## src/rtl/btn_pkg.sv

```systemverilog
`default_nettype none
// ============================================================================
// Package     : btn_pkg
// Description : Shared types and helpers for the push-button conditioner:
//               debounce FSM state encoding and the ms-to-cycles conversion
//               used to size the debounce and long-press counters.
// Revision    : 1.0 - initial release
// ============================================================================
package btn_pkg;

    // Per-channel debounce FSM states
    typedef enum logic [1:0] {
        RELEASED     = 2'd0,
        PRESS_WAIT   = 2'd1,
        PRESSED      = 2'd2,
        RELEASE_WAIT = 2'd3
    } btn_state_t;

    // Milliseconds to clock cycles. The divide is done first so that large
    // clock rates multiplied by long intervals stay inside 32 bits.
    function automatic int unsigned ms_to_cycles(input int unsigned clk_hz,
                                                 input int unsigned ms);
        return (clk_hz / 32'd1000) * ms;
    endfunction

endpackage : btn_pkg
`default_nettype wire

```

## src/rtl/btn_debounce_ch.sv

```systemverilog
`default_nettype none
// ============================================================================
// Module      : btn_debounce_ch
// Description : One push-button channel: 2-FF synchroniser, debounce FSM with
//               stability counter, registered level and press/release strobes,
//               and an optional hold counter for a one-shot long-press strobe.
// Config      : LONG_PRESS_EN - build the hold counter and drive o_long_pulse;
//               when undefined o_long_pulse is tied low.
// Revision    : 1.0 - initial release
// ============================================================================
module btn_debounce_ch
    import btn_pkg::*;
#(
    parameter int unsigned CLK_HZ      = 50_000_000,
    parameter int unsigned DEBOUNCE_MS = 20,
    parameter int unsigned LONG_MS     = 1000
) (
    input  logic clk,
    input  logic rst_n,
    input  logic i_btn_n,
    output logic o_btn_level,
    output logic o_press_pulse,
    output logic o_release_pulse,
    output logic o_long_pulse
);

    localparam int unsigned c_DB_CYC   = ms_to_cycles(CLK_HZ, DEBOUNCE_MS);
    localparam int unsigned c_LONG_CYC = ms_to_cycles(CLK_HZ, LONG_MS);
    localparam int          c_DB_W     = $clog2(c_DB_CYC + 1);

    // Final debounce count: the state is accepted on the cycle the counter
    // would step onto this value, so DB_CYC consecutive samples are needed.
    localparam logic [c_DB_W-1:0] c_DB_LAST = c_DB_W'(c_DB_CYC - 1);

    // A debounce window under two cycles cannot separate entry from acceptance
    if (c_DB_CYC < 2) begin : g_db_cyc_check
        $error("btn_debounce_ch: DB_CYC=%0d must be >= 2 (LONG_CYC=%0d)",
               c_DB_CYC, c_LONG_CYC);
    end

    logic              r_sync_0;
    logic              r_sync_1;
    logic              w_s;
    btn_state_t        r_state;
    btn_state_t        w_state_next;
    logic [c_DB_W-1:0] r_cnt;
    logic [c_DB_W-1:0] w_cnt_next;
    logic [c_DB_W-1:0] w_cnt_inc;
    logic              r_level;
    logic              w_level_next;
    logic              r_press;
    logic              w_press_next;
    logic              r_release;
    logic              w_release_next;

    // Two-flop synchroniser; resets to the released (high) pin value
    always_ff @(posedge clk or negedge rst_n) begin
        if (!rst_n) begin
            r_sync_0 <= 1'b1;
            r_sync_1 <= 1'b1;
        end else begin
            r_sync_0 <= i_btn_n;
            r_sync_1 <= r_sync_0;
        end
    end

    // Synchronised pin, still active-low (0 = pressed)
    assign w_s       = r_sync_1;
    assign w_cnt_inc = r_cnt + c_DB_W'(1);

    // FSM state, stability counter and registered outputs
    always_ff @(posedge clk or negedge rst_n) begin
        if (!rst_n) begin
            r_state   <= RELEASED;
            r_cnt     <= '0;
            r_level   <= 1'b0;
            r_press   <= 1'b0;
            r_release <= 1'b0;
        end else begin
            r_state   <= w_state_next;
            r_cnt     <= w_cnt_next;
            r_level   <= w_level_next;
            r_press   <= w_press_next;
            r_release <= w_release_next;
        end
    end

    // Next-state and output decode: a pin change must persist through the
    // whole wait state, any disagreeing sample aborts back to the stable state
    always_comb begin
        w_state_next   = r_state;
        w_cnt_next     = r_cnt;
        w_level_next   = r_level;
        w_press_next   = 1'b0;
        w_release_next = 1'b0;
        case (r_state)
            RELEASED: begin
                if (!w_s) begin
                    w_state_next = PRESS_WAIT;
                    w_cnt_next   = '0;
                end
            end
            PRESS_WAIT: begin
                if (w_s) begin
                    w_state_next = RELEASED;
                    w_cnt_next   = '0;
                end else if (w_cnt_inc == c_DB_LAST) begin
                    w_state_next = PRESSED;
                    w_cnt_next   = '0;
                    w_level_next = 1'b1;
                    w_press_next = 1'b1;
                end else begin
                    w_cnt_next   = w_cnt_inc;
                end
            end
            PRESSED: begin
                if (w_s) begin
                    w_state_next = RELEASE_WAIT;
                    w_cnt_next   = '0;
                end
            end
            RELEASE_WAIT: begin
                if (!w_s) begin
                    w_state_next = PRESSED;
                    w_cnt_next   = '0;
                end else if (w_cnt_inc == c_DB_LAST) begin
                    w_state_next   = RELEASED;
                    w_cnt_next     = '0;
                    w_level_next   = 1'b0;
                    w_release_next = 1'b1;
                end else begin
                    w_cnt_next     = w_cnt_inc;
                end
            end
            default: begin
                w_state_next = RELEASED;
                w_cnt_next   = '0;
            end
        endcase
    end

    assign o_btn_level     = r_level;
    assign o_press_pulse   = r_press;
    assign o_release_pulse = r_release;

`ifdef LONG_PRESS_EN
    localparam int                  c_LONG_W    = $clog2(c_LONG_CYC + 1);
    localparam logic [c_LONG_W-1:0] c_LONG_LAST = c_LONG_W'(c_LONG_CYC - 1);
    localparam logic [c_LONG_W-1:0] c_LONG_SAT  = c_LONG_W'(c_LONG_CYC);

    logic [c_LONG_W-1:0] r_hold;
    logic                r_long;

    // Hold counter: counts stable pressed cycles, pauses during release
    // bounces, saturates after firing so each press gives one strobe
    always_ff @(posedge clk or negedge rst_n) begin
        if (!rst_n) begin
            r_hold <= '0;
            r_long <= 1'b0;
        end else begin
            r_long <= 1'b0;
            if (r_state == RELEASED || r_state == PRESS_WAIT) begin
                r_hold <= '0;
            end else if (r_state == PRESSED && !w_s && r_hold != c_LONG_SAT) begin
                r_hold <= r_hold + c_LONG_W'(1);
                r_long <= (r_hold == c_LONG_LAST);
            end
        end
    end

    assign o_long_pulse = r_long;
`else
    assign o_long_pulse = 1'b0;
`endif

endmodule : btn_debounce_ch
`default_nettype wire

```

## src/rtl/button_conditioner.sv

```systemverilog
`default_nettype none
// ============================================================================
// Module      : button_conditioner
// Description : Front end for the active-low board push-buttons. Each pin is
//               synchronised and debounced independently into a clean level
//               plus one-cycle press / release (and optional long-press)
//               strobes for downstream LED and counter control.
// Config      : LONG_PRESS_EN - enable the long-press strobe on long_pulse;
//               when undefined long_pulse is constant 0.
// Revision    : 1.0 - initial release
// ============================================================================
module button_conditioner
    import btn_pkg::*;
#(
    parameter int unsigned N_BTN       = 3,
    parameter int unsigned CLK_HZ      = 50_000_000,
    parameter int unsigned DEBOUNCE_MS = 20,
    parameter int unsigned LONG_MS     = 1000
) (
    input  logic             clk,
    input  logic             rst_n,
    input  logic [N_BTN-1:0] btn_n,
    output logic [N_BTN-1:0] btn_level,
    output logic [N_BTN-1:0] press_pulse,
    output logic [N_BTN-1:0] release_pulse,
    output logic [N_BTN-1:0] long_pulse
);

    // One fully independent conditioner per button pin
    for (genvar i = 0; i < N_BTN; i++) begin : g_ch
        btn_debounce_ch #(
            .CLK_HZ      (CLK_HZ),
            .DEBOUNCE_MS (DEBOUNCE_MS),
            .LONG_MS     (LONG_MS)
        ) u_ch (
            .clk             (clk),
            .rst_n           (rst_n),
            .i_btn_n         (btn_n[i]),
            .o_btn_level     (btn_level[i]),
            .o_press_pulse   (press_pulse[i]),
            .o_release_pulse (release_pulse[i]),
            .o_long_pulse    (long_pulse[i])
        );
    end

endmodule : button_conditioner
`default_nettype wire

```

## config.mk

```make
export PLATFORM = sky130hd
export DESIGN_NAME = button_conditioner
export DESIGN_NICKNAME = d
export VERILOG_FILES = /design/src/rtl/btn_pkg.sv /design/src/rtl/btn_debounce_ch.sv /design/src/rtl/button_conditioner.sv
export SDC_FILE = /design/constraint.sdc
export NUM_CORES = 1
export LEC_CHECK = 0
export CELL_PAD_IN_SITES_DETAIL_PLACEMENT = 1
export CELL_PAD_IN_SITES_GLOBAL_PLACEMENT = 2
export CORE_MARGIN = 3
export CORE_UTILIZATION = 39
export DETAILED_ROUTE_END_ITERATION = 12
export GPL_TIMING_DRIVEN = 0
export PLACE_DENSITY_LB_ADDON = 0.2
export SYNTH_ARGS = -nofsm -noshare
export SYNTH_HDL_FRONTEND = slang
export SYNTH_SLANG_ARGS = --single-unit
```

## constraint.sdc

```tcl
create_clock -name clk -period 3.9 [get_ports clk]
set_input_delay 0.78 -clock clk [delete_from_list [all_inputs] [get_ports clk]]
set_output_delay 0.78 -clock clk [all_outputs]
set_load 0.01 [all_outputs]
```

# Word-level counts from Yosys, hierarchy flattened
# Index checks and enable logic that the tools add are counted.
[word_totals]
register_bits = 81
in_bits = 5
output_inout_bits = 12
elab_cells = 144
[op_classes]
add_sub_neg = 3
eq_ne = 36
muxes = 69
n_reduce_logical = 15
[op_table]
columns = ["operator", "count"]
rows = [
  ["2-to-1 mux 20 bit", 15],
  ["case mux 20 bit (4 select lines)", 3],
  ["adder 20 x 1 -> 20 bit (second input constant)", 3],
  ["equality test 20 bit (second input constant)", 3],
  ["2-to-1 mux 2 bit", 18],
  ["2-to-1 mux 1 bit", 27],
  ["inequality test 2 x 1 -> 1 bit (second input constant)", 12],
  ["case mux 2 bit (4 select lines)", 3],
  ["AND reduction 5 bit", 3],
  ["equality test 2 bit (second input constant)", 6],
  ["inequality test 2 bit (second input constant)", 6],
  ["AND reduction 4 bit", 3],
  ["inequality test 3 x 1 -> 1 bit (second input constant)", 3],
  ["inequality test 3 bit (second input constant)", 3],
  ["equality test 2 x 1 -> 1 bit (second input constant)", 3],
  ["logical NOT 2 bit", 3],
  ["case mux 1 bit (2 select lines)", 3],
  ["AND reduction 2 bit", 3],
  ["nonzero test 2 bit", 3],
]

# Depth between registers and ports, before layout
[depth]
depth_word = 5
mapped_depth = 10

# Cells and area by module
# From an unflattened synthesis, not the netlist that was laid out.
[unflattened]
hier_cells = 552
hier_area_um2 = 4969.8
[modules_own_cells]
columns = ["module", "n_inst", "cells_per_inst", "area_per_inst_um2", "seq_area_each_um2"]
rows = [
  ["btn_debounce_ch at g_ch[0].u_ch ...", 2, 184, 1632.8, 678.2],
  ["btn_debounce_ch at g_ch[2].u_ch", 1, 184, 1704.1, 678.2],
]

# Least setup slack after synthesis
# No wires, ideal clock.
[synth_timing]
kind = "flip-flop to flip-flop"
startpoint = "register g_ch[0].u_ch.r_cnt[0]"
endpoint = "register g_ch[0].u_ch.r_cnt[3]"
arrival_ns = 2.605
t_required_ns = 3.772
slack_ns = 1.166
path_stages_with_launch = 10
cell_sequence = "dfrtp_1 > ha_1 > clkbuf_1 > a311oi_1 > a31oi_1 > or4_4 > or4b_1 > buf_2 > a31oi_1 > o22ai_1"
[synth_via]
elab_chain_len = 5
[synth_rtl]
columns = ["item", "line_no", "text"]
rows = [
  ["start: declaration", "btn_debounce_ch.sv:46", "logic [c_DB_W-1:0] r_cnt;"],
  ["start signal: assignment", "btn_debounce_ch.sv:81", "r_cnt <= w_cnt_next;"],
  ["adder 20 x 1 -> 20 bit *", "btn_debounce_ch.sv:69", "assign w_cnt_inc = r_cnt + c_DB_W'(1);"],
  ["equality test 20 bit", "btn_debounce_ch.sv:107, btn_debounce_ch.sv:126", ""],
  ["2-to-1 mux 20 bit *", "btn_debounce_ch.sv:107, btn_debounce_ch.sv:126", ""],
  ["2-to-1 mux 20 bit, on equally long branches", "btn_debounce_ch.sv:123, btn_debounce_ch.sv:104", ""],
  ["case mux 20 bit (4 select lines) *", "btn_debounce_ch.sv:96", "case (r_state)"],
]
# Every way passes the cells marked *; elsewhere a longest branch is shown, timed or not.
# A chain may end at the register's enable or synchronous reset.

# Final worst setup path
[layout_timing]
startpoint = "register g_ch[2].u_ch.r_cnt[1]"
endpoint = "register g_ch[2].u_ch.r_cnt[15]"
[layout_via]
elab_chain_len = 5
[layout_rtl]
columns = ["item", "line_no"]
rows = [
  ["start: declaration", "btn_debounce_ch.sv:46"],
  ["start signal: assignment", "btn_debounce_ch.sv:81"],
  ["adder 20 x 1 -> 20 bit *", "btn_debounce_ch.sv:69"],
  ["equality test 20 bit", "btn_debounce_ch.sv:107, btn_debounce_ch.sv:126"],
  ["2-to-1 mux 20 bit *", "btn_debounce_ch.sv:107, btn_debounce_ch.sv:126"],
  ["2-to-1 mux 20 bit, on equally long branches", "btn_debounce_ch.sv:123, btn_debounce_ch.sv:104"],
  ["case mux 20 bit (4 select lines) *", "btn_debounce_ch.sv:96"],
]
# Marks and branches as above.

==> results.cfg <==
[cts]
cts_resized = 0
insertion_delay_ns = 0.36
cts_root_buf = clkbuf_16
clock_path_buffers = 2
hold_buffers = 0
cts_tree = yes
path_clk_slew_ns = 0.07
cts_buffers = 9
cts_max_level = 3
clock_sinks = 81
post_cts_buffers = 0

[setup_path]
cp_slowest_stage_delay_ns = 0.55
cp_slowest_cell = dfrtp_1
startpoint_type = flip-flop
cp_num_cells = 10
cp.required_ns = 4.14
crit_path_start = g_ch[2].u_ch.r_cnt[1]$_DFFE_PN0P_
rr_startpoint = g_ch[2].u_ch.r_cnt[1]$_DFFE_PN0P_
r2r.worst_path.cells = 10
endpoint = g_ch[2].u_ch.r_cnt[15]$_DFFE_PN0P_
cp-end-kind = flip-flop
worstSetupPathType = flip-flop to flip-flop
arrival_ns = 3.65
crit_buf_inv = 2
path_cells = ha_1 > clkbuf_1 > nand4_1 > nor4_1 > xor2_1 > nand3_1 > nor4_4 > buf_2 > nor3_1 > a221o_1
timing.rr.end = g_ch[2].u_ch.r_cnt[15]$_DFFE_PN0P_
r2r_slack_ns = 0.49
crit_family = simple AND/OR/NAND/NOR gates
cp_max_fo = 10

[power]
p_sw_w = 0.000486
power.density_nw_per_um2 = 311
ir_worst_vdd_mv = 0.200
pwr-share-comb_pct = 5.4
pwr-share-seq_pct = 44.8
clockPowerShare_pct = 49.8
p_int_w = 0.00145
p_sw_share_pct = 25.1
power_w = 0.00193
power.leakage_nw = 2.64

[place]
dp.cells = 836
routabilityCongestion = 0.841
dp_hpwl_mm = 11.2
portBuffers = 13

[route]
vias = 5060
dr_wl_met3_um = 469
met2_wirelength_mm = 7.87
drtPass1Iterations = 4
detail_route.wl_per_cell_um = 18.8
vias_per_cell = 5.94
top_layer = met4
wl_mm = 16.0
ant_nets = 0
wl_met1_mm = 7.32
drt_iter0_drc = 323
post-route-drc-count = 0

[floorplanning]
dieHeight_um = 125
dieArea_um2 = 15600
fp-row-count = 42
die_w_um = 125
start_util_pct = 40.7
core_um2 = 13600
io_pins = 17

[timing]
skew_ns = 0.00935
slew_viol_final = 0
rsz0062_at_grt = no
tightestPinTransition_ns = 0.853
period_share_pct = 87.4
final.setup.tns_ns = 0
max_slew_margin_pct = 42.7
holdWs_ns = 0.351
min_period_ns = 3.41
setup_viol = 0
fmax_mhz = 294
hold_viol = 0

[logic_synthesis]
ys_types = 75
yosys-top-cells-area = dfrtp_1 34%, nand2_1 5.4%, nand3_1 4.7%
ys_async_sr_fraction_pct = 100
synth-seq-cells = 81
ys_seq_area_share_pct = 36.9
synth.avg_cell_area_um2 = 8.56
synthesis.area_um2 = 5520
synth_top_area_share_pct = 34.0
syn_inst = 644
synth_flop_cell = dfrtp_1
synth_top_cell_by_area = dfrtp_1
yosys_warnings = 0
synth_edf_count = 0

[grt]
gr-total-overflow = 0
grt_usage_pct = 21.4
grt_pass1_wl_mm = 27.5
grt_max_degree = 52
grt_pass1_vias = 5346
grt_antenna_before_repair = 0

[final_layout]
fillers = 1623
final_cell_mix = 80 x nand2_1, 75 x dfrtp_1, 52 x nand3_1
fin_nets = 685
drive_above_1_share_pct = 12.0
final_common_cell = nand2_1
area_growth_pct = 12.9
fin_cells = 852
n_antenna_cell = 0

[min_path]
hold_path.class = primary input to async pin

[flow_run]
maxCapViolCount = 0

[outcome]
outcome = finished, final reports clean
[area by class of cell]
class	count	area, µm²	share of cell area, %
clock inverters	7	101	1.63
well taps	176	220	3.54
clock buffers	9	225	3.62
repair buffers	14	155	2.49
multi-input cells	487	3130	50.2
flip-flops and latches	81	2030	32.7
plain buffers	61	299	4.80
inverters	17	63.8	1.03
[layer usage]
metal / global-route usage (%) / vias up
met2: 36.7 / 70
met3: 2.53 / 23
met4: 8.42 / 0
met5: 0 / -
li1: - / 2428
met1: 27.6 / 2539
[synth_stat cells, types with 6 or more instances]
master and count:
dfrtp_1 75, and2_1 12, ha_1 9, o211ai_1 8, dfstp_2 6, or3_1 18, nand3_1 52, and4_1 10
nand2_1 80, nor2_1 33, and3_1 12, clkbuf_1 27, inv_1 17, or4_1 8, nor4_1 15, o21ai_0 13
mux2i_1 7, nor3b_1 7, a211o_1 11, nand4_1 21, xnor2_1 12, buf_2 16, nand2b_1 9, a221o_1 13
a31oi_1 10, a21oi_1 7, buf_4 12, nor3_1 34
[metrics by stage]
step                      util, %  instance area [µm²]  worst slack, ns
after floorplan                 -                 5520             1.17
after global placement       43.3                 5870            -1.08
after detailed placement     43.5                 5900            0.559
after CTS                    45.9                 6220            0.537
after global routing         45.9                 6220            0.147
final                        45.9                 6220            0.493
[kinds of logic (layout without fill, tap and decap cells)]
group                      after synthesis  count (layout)  synth area share [%]
other                                    1               3                0.0680
xor gates and xnor gates                16              16                  2.54
AOI/OAI and AO/OA                      107             107                  14.7
DFF                                     81              81                  36.9
buffers and inverters                   78             108                  6.58
muxes                                    9               9                  1.68
adders and majority gates                9               9                  2.04
and+or+nand+nor                        343             343                  35.5
[flip-flops by register name (all words and copies together) (netlist names), named ones only]
register / cells
g_ch.u_ch.r_cnt: 60
g_ch.u_ch.o_btn_level: 3
g_ch.u_ch.o_press_pulse: 3
g_ch.u_ch.o_release_pulse: 3
g_ch.u_ch.r_state: 3
g_ch.u_ch.r_sync_0: 3
g_ch.u_ch.r_sync_1: 3
[worst reg2reg max path: stages (launching register included)]
cell and delay [ns]:
dfrtp_1 0.55, ha_1 0.26, clkbuf_1 0.40, nand4_1 0.18, nor4_1 0.41, xor2_1 0.29
nand3_1 0.16, nor4_4 0.33, buf_2 0.33, nor3_1 0.09, a221o_1 0.28
[how the worst min path moves through the flow]
stage	to	slack, ns	cells past startpoint
final	g_ch[0].u_ch.r_cnt[8]$_DFFE_PN0P_	0.35	1
after CTS	g_ch[1].u_ch.r_sync_1$_DFF_PN1_	0.36	0
after global placement	g_ch[0].u_ch.r_sync_1$_DFF_PN1_	0.35	0
after global routing	g_ch[1].u_ch.r_sync_1$_DFF_PN1_	0.36	0
after detailed placement	g_ch[0].u_ch.r_sync_1$_DFF_PN1_	0.35	0
after floorplan	g_ch[0].u_ch.r_sync_1$_DFF_PN1_	0.35	0
[power by group through the flow]
stage                     clock [W]  combinational (W)  sequential (W)
after global placement            0          0.0000982        0.000881
after CTS                  0.000978           0.000106        0.000867
final                      0.000963           0.000104        0.000866
after global routing        0.00102           0.000117        0.000868
after detailed placement          0           0.000106        0.000882
after floorplan                   0          0.0000531        0.000878
No activity file was read; power rests on OpenSTA's default activity.
